### src/rtl/keypad_pkg.sv
// rtl/keypad_pkg.sv - shared types and constants for the 4x4 keypad scanner
package keypad_pkg;

  typedef enum logic [1:0] {
    SCAN,
    DEBOUNCE,
    HELD
  } state_e;

  localparam int ROWS   = 4;
  localparam int COLS   = 4;
  localparam int CODE_W = 4;

  localparam logic [ROWS-1:0] ROW_IDLE = 4'b1111;

endpackage

### src/rtl/keypad_tick_gen.sv
// rtl/keypad_tick_gen.sv - scan tick divider, one-cycle tick when the counter sits at SCAN_DIV-1
module keypad_tick_gen #(
  parameter int SCAN_DIV = 50000
) (
  input  logic clock,
  input  logic reset,
  output logic tick
);

  localparam int CW = (SCAN_DIV > 1) ? $clog2(SCAN_DIV) : 1;
  localparam logic [CW-1:0] LAST = CW'(SCAN_DIV - 1);

  logic [CW-1:0] cnt_q, cnt_d;

  always_comb begin
    tick  = (cnt_q == LAST);
    cnt_d = tick ? '0 : cnt_q + 1'b1;
  end

  always_ff @(posedge clock) begin
    if (reset) begin
      cnt_q <= '0;
    end else begin
      cnt_q <= cnt_d;
    end
  end

endmodule

### src/rtl/keypad_scanner.sv
// rtl/keypad_scanner.sv - 4x4 keypad row scanner with debounce and single-key rollover
// Optional auto-repeat of key_valid while a key is held is enabled by defining KEY_REPEAT_EN.
module keypad_scanner
  import keypad_pkg::*;
#(
  parameter int SCAN_DIV       = 50000,
  parameter int DEBOUNCE_TICKS = 8,
  parameter int REPEAT_TICKS   = 25
) (
  input  logic        clock,
  input  logic        reset,
  input  logic [3:0]  keypad_col,
  output logic [3:0]  keypad_row,
  output logic [3:0]  key_code,
  output logic        key_valid,
  output logic        key_held
);

  localparam int RW = $clog2(ROWS);
  localparam int KW = $clog2(COLS);
  localparam int DW = $clog2(DEBOUNCE_TICKS + 1);
  localparam logic [DW-1:0] DEB_LAST = DW'(DEBOUNCE_TICKS);
`ifdef KEY_REPEAT_EN
  localparam int PW = $clog2(REPEAT_TICKS + 1);
  localparam logic [PW-1:0] REP_LAST = PW'(REPEAT_TICKS);
`endif

  logic              tick;
  logic [COLS-1:0]   sync1_q, sync2_q;
  state_e            state_q, state_d;
  logic [RW-1:0]     row_q, row_d;
  logic [CODE_W-1:0] cand_q, cand_d;
  logic [DW-1:0]     cnt_q, cnt_d;
  logic [CODE_W-1:0] code_q, code_d;
  logic              valid_q, valid_d;
  logic              held_q, held_d;
`ifdef KEY_REPEAT_EN
  logic [PW-1:0]     rep_q, rep_d;
`endif

  logic              key_present;
  logic [KW-1:0]     col_idx;
  logic [CODE_W-1:0] sample_code;
  logic              accept;

  keypad_tick_gen #(
    .SCAN_DIV (SCAN_DIV)
  ) u_tick_gen (
    .clock (clock),
    .reset (reset),
    .tick  (tick)
  );

  // Columns are asynchronous; only sync2_q is ever looked at.
  always_ff @(posedge clock) begin
    if (reset) begin
      sync1_q <= '1;
      sync2_q <= '1;
    end else begin
      sync1_q <= keypad_col;
      sync2_q <= sync1_q;
    end
  end

  // Lowest pressed column wins.
  always_comb begin
    key_present = ~&sync2_q;
    col_idx     = '0;
    for (int c = COLS - 1; c >= 0; c--) begin
      if (!sync2_q[c]) col_idx = KW'(c);
    end
    sample_code = {row_q, col_idx};
  end

  always_comb begin
    state_d = state_q;
    row_d   = row_q;
    cand_d  = cand_q;
    cnt_d   = cnt_q;
    code_d  = code_q;
    valid_d = 1'b0;
    held_d  = held_q;
    accept  = 1'b0;
`ifdef KEY_REPEAT_EN
    rep_d   = rep_q;
`endif

    if (tick) begin
      unique case (state_q)
        SCAN: begin
          if (!key_present) begin
            row_d = row_q + 1'b1;
          end else begin
            cand_d = sample_code;
            cnt_d  = DW'(1);
            if (DEB_LAST == DW'(1)) accept = 1'b1;
            else state_d = DEBOUNCE;
          end
        end
        DEBOUNCE: begin
          if (key_present && (sample_code == cand_q)) begin
            cnt_d = cnt_q + 1'b1;
            if (cnt_q + 1'b1 == DEB_LAST) accept = 1'b1;
          end else begin
            state_d = SCAN;
          end
        end
        HELD: begin
`ifdef KEY_REPEAT_EN
          if (rep_q + 1'b1 == REP_LAST) begin
            valid_d = 1'b1;
            rep_d   = '0;
          end else begin
            rep_d = rep_q + 1'b1;
          end
`endif
          // Any key at all, even a different one on the frozen row, restarts release debounce.
          if (key_present) begin
            cnt_d = '0;
          end else if (cnt_q + 1'b1 == DEB_LAST) begin
            cnt_d   = '0;
            held_d  = 1'b0;
            state_d = SCAN;
            row_d   = row_q + 1'b1;
`ifdef KEY_REPEAT_EN
            rep_d   = '0;
`endif
          end else begin
            cnt_d = cnt_q + 1'b1;
          end
        end
        default: state_d = SCAN;
      endcase
    end

    if (accept) begin
      code_d  = sample_code;
      valid_d = 1'b1;
      held_d  = 1'b1;
      cnt_d   = '0;
      state_d = HELD;
`ifdef KEY_REPEAT_EN
      rep_d   = '0;
`endif
    end
  end

  always_ff @(posedge clock) begin
    if (reset) begin
      state_q <= SCAN;
      row_q   <= '0;
      cand_q  <= '0;
      cnt_q   <= '0;
      code_q  <= '0;
      valid_q <= 1'b0;
      held_q  <= 1'b0;
`ifdef KEY_REPEAT_EN
      rep_q   <= '0;
`endif
    end else begin
      state_q <= state_d;
      row_q   <= row_d;
      cand_q  <= cand_d;
      cnt_q   <= cnt_d;
      code_q  <= code_d;
      valid_q <= valid_d;
      held_q  <= held_d;
`ifdef KEY_REPEAT_EN
      rep_q   <= rep_d;
`endif
    end
  end

  assign keypad_row = ROW_IDLE & ~(ROWS'(1) << row_q);
  assign key_code   = code_q;
  assign key_valid  = valid_q;
  assign key_held   = held_q;

endmodule
### config.mk
export PLATFORM = sky130hd
export DESIGN_NAME = keypad_scanner
export DESIGN_NICKNAME = d
export VERILOG_FILES = /design/src/rtl/keypad_pkg.sv /design/src/rtl/keypad_tick_gen.sv /design/src/rtl/keypad_scanner.sv
export SDC_FILE = /design/constraint.sdc
export NUM_CORES = 1
export LEC_CHECK = 0
export CORE_UTILIZATION = 35
export CTS_CLUSTER_SIZE = 30
export DETAILED_ROUTE_END_ITERATION = 7
export GPL_ROUTABILITY_DRIVEN = 0
export PLACE_DENSITY_LB_ADDON = 0.1
export RECOVER_POWER = 25
export SKIP_CTS_REPAIR_TIMING = 1
export SLEW_MARGIN = 5
export SYNTH_ARGS = -nofsm -noshare
export SYNTH_HDL_FRONTEND = slang
export SYNTH_SLANG_ARGS = --single-unit
### constraint.sdc
create_clock -name clock -period 5.8 [get_ports clock]
set_input_delay 1.74 -clock clock [delete_from_list [all_inputs] [get_ports clock]]
set_output_delay 1.74 -clock clock [all_outputs]
set_load 0.01 [all_outputs]
==> impl_metrics.py <==
metrics = {
    "global_routing": {
        "first_global_vias": 1350,
        "grt-ovfl-total": 0,
        "grt_max_degree": 19,
        "track_usage_pct": 13.4,
        "grt_pass1_wl_mm": 6.40,
        "antenna_found_initial": 0,
    },
    "clock_tree": {
        "clockBufferDepth": 2,
        "htreeDepth": 2,
        "cts_tree": "yes",
        "clk_latency_ns": 0.29,
        "cts_made_buffers": 5,
        "cts_sinks": 42,
        "cts.clk_slew.worst_paths_ns": 0.08,
        "root_buffer": "clkbuf_8",
    },
    "floorplan": {
        "fp.dieW_um": 78.2,
        "die_area_um2": 6110,
        "rows": 27,
        "core_um2": 5540,
        "io-pin-count": 16,
        "fp.dieH_um": 78.2,
        "start_util_pct": 36.7,
    },
    "power": {
        "power_frac_comb_pct": 4.2,
        "power_mw": 0.514,
        "internal_power_mw": 0.397,
        "switching_share_pct": 22.7,
        "ir_drop_mv": 0.0995,
        "clkPwrFrac_pct": 38.4,
        "p_leak_nw": 0.898,
        "p_seq_share_pct": 57.4,
        "pwr_density_cell_nw_per_um2": 220,
        "power.net_switching_mw": 0.117,
    },
    "cells_and_area": {
        "antenna_cells": 0,
        "nNetsFinal": 258,
        "fillers": 570,
        "syn2layout_area_growth_pct": 14.8,
        "drive_gt1_share_pct": 10.3,
        "final_cells": 314,
    },
    "sta": {
        "worst_pin_slew_ns": 0.580,
        "fmax_mhz": 287,
        "worst_slack_ns": 2.32,
        "fin_crit_sh_pct": 60.0,
        "report.final.slew_viol_count": 0,
        "period_needed_ns": 3.48,
        "fin_setup_tns_ns": 0,
        "setup_viol": 0,
        "grt_setup_unrepaired": "no",
        "maxSlewHeadroom_pct": 61.2,
        "fin_skew_ns": 0.00715,
        "hold_violations": 0,
    },
    "flow_run": {
        "cap_violations": 0,
    },
    "setup_path": {
        "cpMaxStageDelayCell": "dlygate4sd3_1",
        "cp-end-kind": "flip-flop",
        "required_ns": 5.96,
        "worstSetupPathType": "in2reg",
        "worstSetupStartpointType": "primary input",
        "slowest_delay_ns": 0.91,
        "arrival_ns": 3.64,
        "worst-path-max-fanout": 18,
        "crit_chain": "dlygate4sd3_1 > clkinv_1 > nand2_1 > nor2_1",
    },
    "placed_design": {
        "place_ws_ns": 1.98,
        "place_inst": 306,
        "io_buffers": 15,
        "hpwl_mm": 2.71,
    },
    "route": {
        "route.vias.total": 1493,
        "wl_mm": 3.72,
        "vias_per_cell": 4.75,
        "ant_nets": 0,
        "drtIter0Drc": 56,
        "dr.pass1.iters": 4,
        "wl_per_cell_um": 11.9,
        "drc": 0,
    },
    "yosys": {
        "yosys_register_bits": 42,
        "synth_edf_count": 0,
        "synth_cell_types": 50,
        "synth_nets": 241,
        "yosysSeqAreaShare_pct": 41.4,
        "ys.flop_type": "dfxtp_1",
        "syn_inst": 224,
        "ys_warn_count": 0,
        "synthArstFlopShare_pct": 0,
        "syn_avg_cell_area_um2": 9.07,
        "synth_area_um2": 2030,
    },
    "worst_hold_path": {
        "hp-class": "reg2reg",
    },
    "run_status": {
        "status": "finished clean",
    },
}
layout by cell type, fill, tap and decap left out, drive strengths merged, types with 10 or more instances in the layout:
master         count
clkdlybuf4s50     14
dfxtp             42
ha                11
inv               10
nand2             17
nand3             15
nor2              29
or2               10
xor2              11
logic make-up (layout without fill, tap and decap cells):
| logic type | Yosys count | after routing | synth area share [%] |
|---|---|---|---|
| simple gates | 101 | 101 | 27.6 |
| fa+ha+maj | 11 | 11 | 6.77 |
| mux | 4 | 4 | 2.03 |
| compound gates | 33 | 33 | 11.5 |
| flops | 42 | 42 | 41.4 |
| buf+inv | 16 | 34 | 3.39 |
| xor+xnor | 17 | 17 | 7.33 |
cell usage after synthesis, drive strengths merged (6+ instances only):
master	number	area, µm²
a21oi	6	30.0
dfxtp	42	841
ha	11	138
inv	10	37.5
nand2	17	63.8
nand3	15	75.1
nor2	29	116
o21ai	6	30.0
or2	10	62.6
xnor2	6	52.6
xor2	11	96.3
stage by stage:
step | hold slack, ns | utilization [%] | cell area, µm²
2_1_floorplan | 0.389 | - | 2030
3_3_place_gp | 0.391 | 40.5 | 2240
3_5_place_dp | 0.394 | 40.5 | 2240
4_1_cts | 0.415 | 42.2 | 2340
5_1_grt | 0.431 | 42.1 | 2330
6_report | 0.413 | 42.1 | 2330
critical path: cells and delay by family:
kind / cells / cell delay, ns
and+or+nand+nor: 2 / 0.58
buffers and inverters: 2 / 1.32
cell type report:
cell class / instances / area [µm²] / area share [%]
Clock inverter: 2 / 12.5 / 0.536
Clock buffer: 6 / 82.6 / 3.54
Multi-Input combinational cell: 166 / 1110 / 47.8
Timing Repair Buffer: 15 / 150 / 6.44
Sequential cell: 42 / 841 / 36.1
Inverter: 11 / 41.3 / 1.77
Tap cell: 72 / 90.1 / 3.86
state kept, by name, summed over array words and instances, names as in the netlist:
| name | count |
|---|---|
| key_held | 1 |
| u_tick_gen.cnt_q | 16 |
| key_valid | 1 |
| sync1_q | 4 |
| state_q | 2 |
| cnt_q | 4 |
| sync2_q | 4 |
| key_code | 4 |
| row_q | 2 |
| cand_q | 4 |
power by group through the flow:
stage	clock network [mW]	registers [mW]	logic [mW]
global route	0.220	0.296	0.0243
detailed placement	0	0.302	0.0217
floorplan	0	0.301	0.0165
global placement	0	0.302	0.0221
finish	0.198	0.295	0.0215
CTS	0.208	0.295	0.0220
worst paths after layout:
check	endpoint	slack (ns)	depth (start not counted)	start
setup / recovery	u_tick_gen.cnt_q[3]	2.32	4	reset
hold / removal	sync2_q[2]	0.41	1	sync1_q[2]
setup reg to reg	key_code[1]	3.38	7	cnt_q[0]
hold reg to reg	sync2_q[2]	0.41	1	sync1_q[2]
routing by layer:
layer | GRT usage, % | vias to the layer above | part of all wire (%)
li1 | - | 809 | -
met1 | 17.6 | 661 | 53
met2 | 20.5 | 16 | 42
met3 | 3.84 | 7 | 2.7
met4 | 5.56 | 0 | 1.6
met5 | 0 | - | 0
No activity file was read; power rests on OpenSTA's default activity.
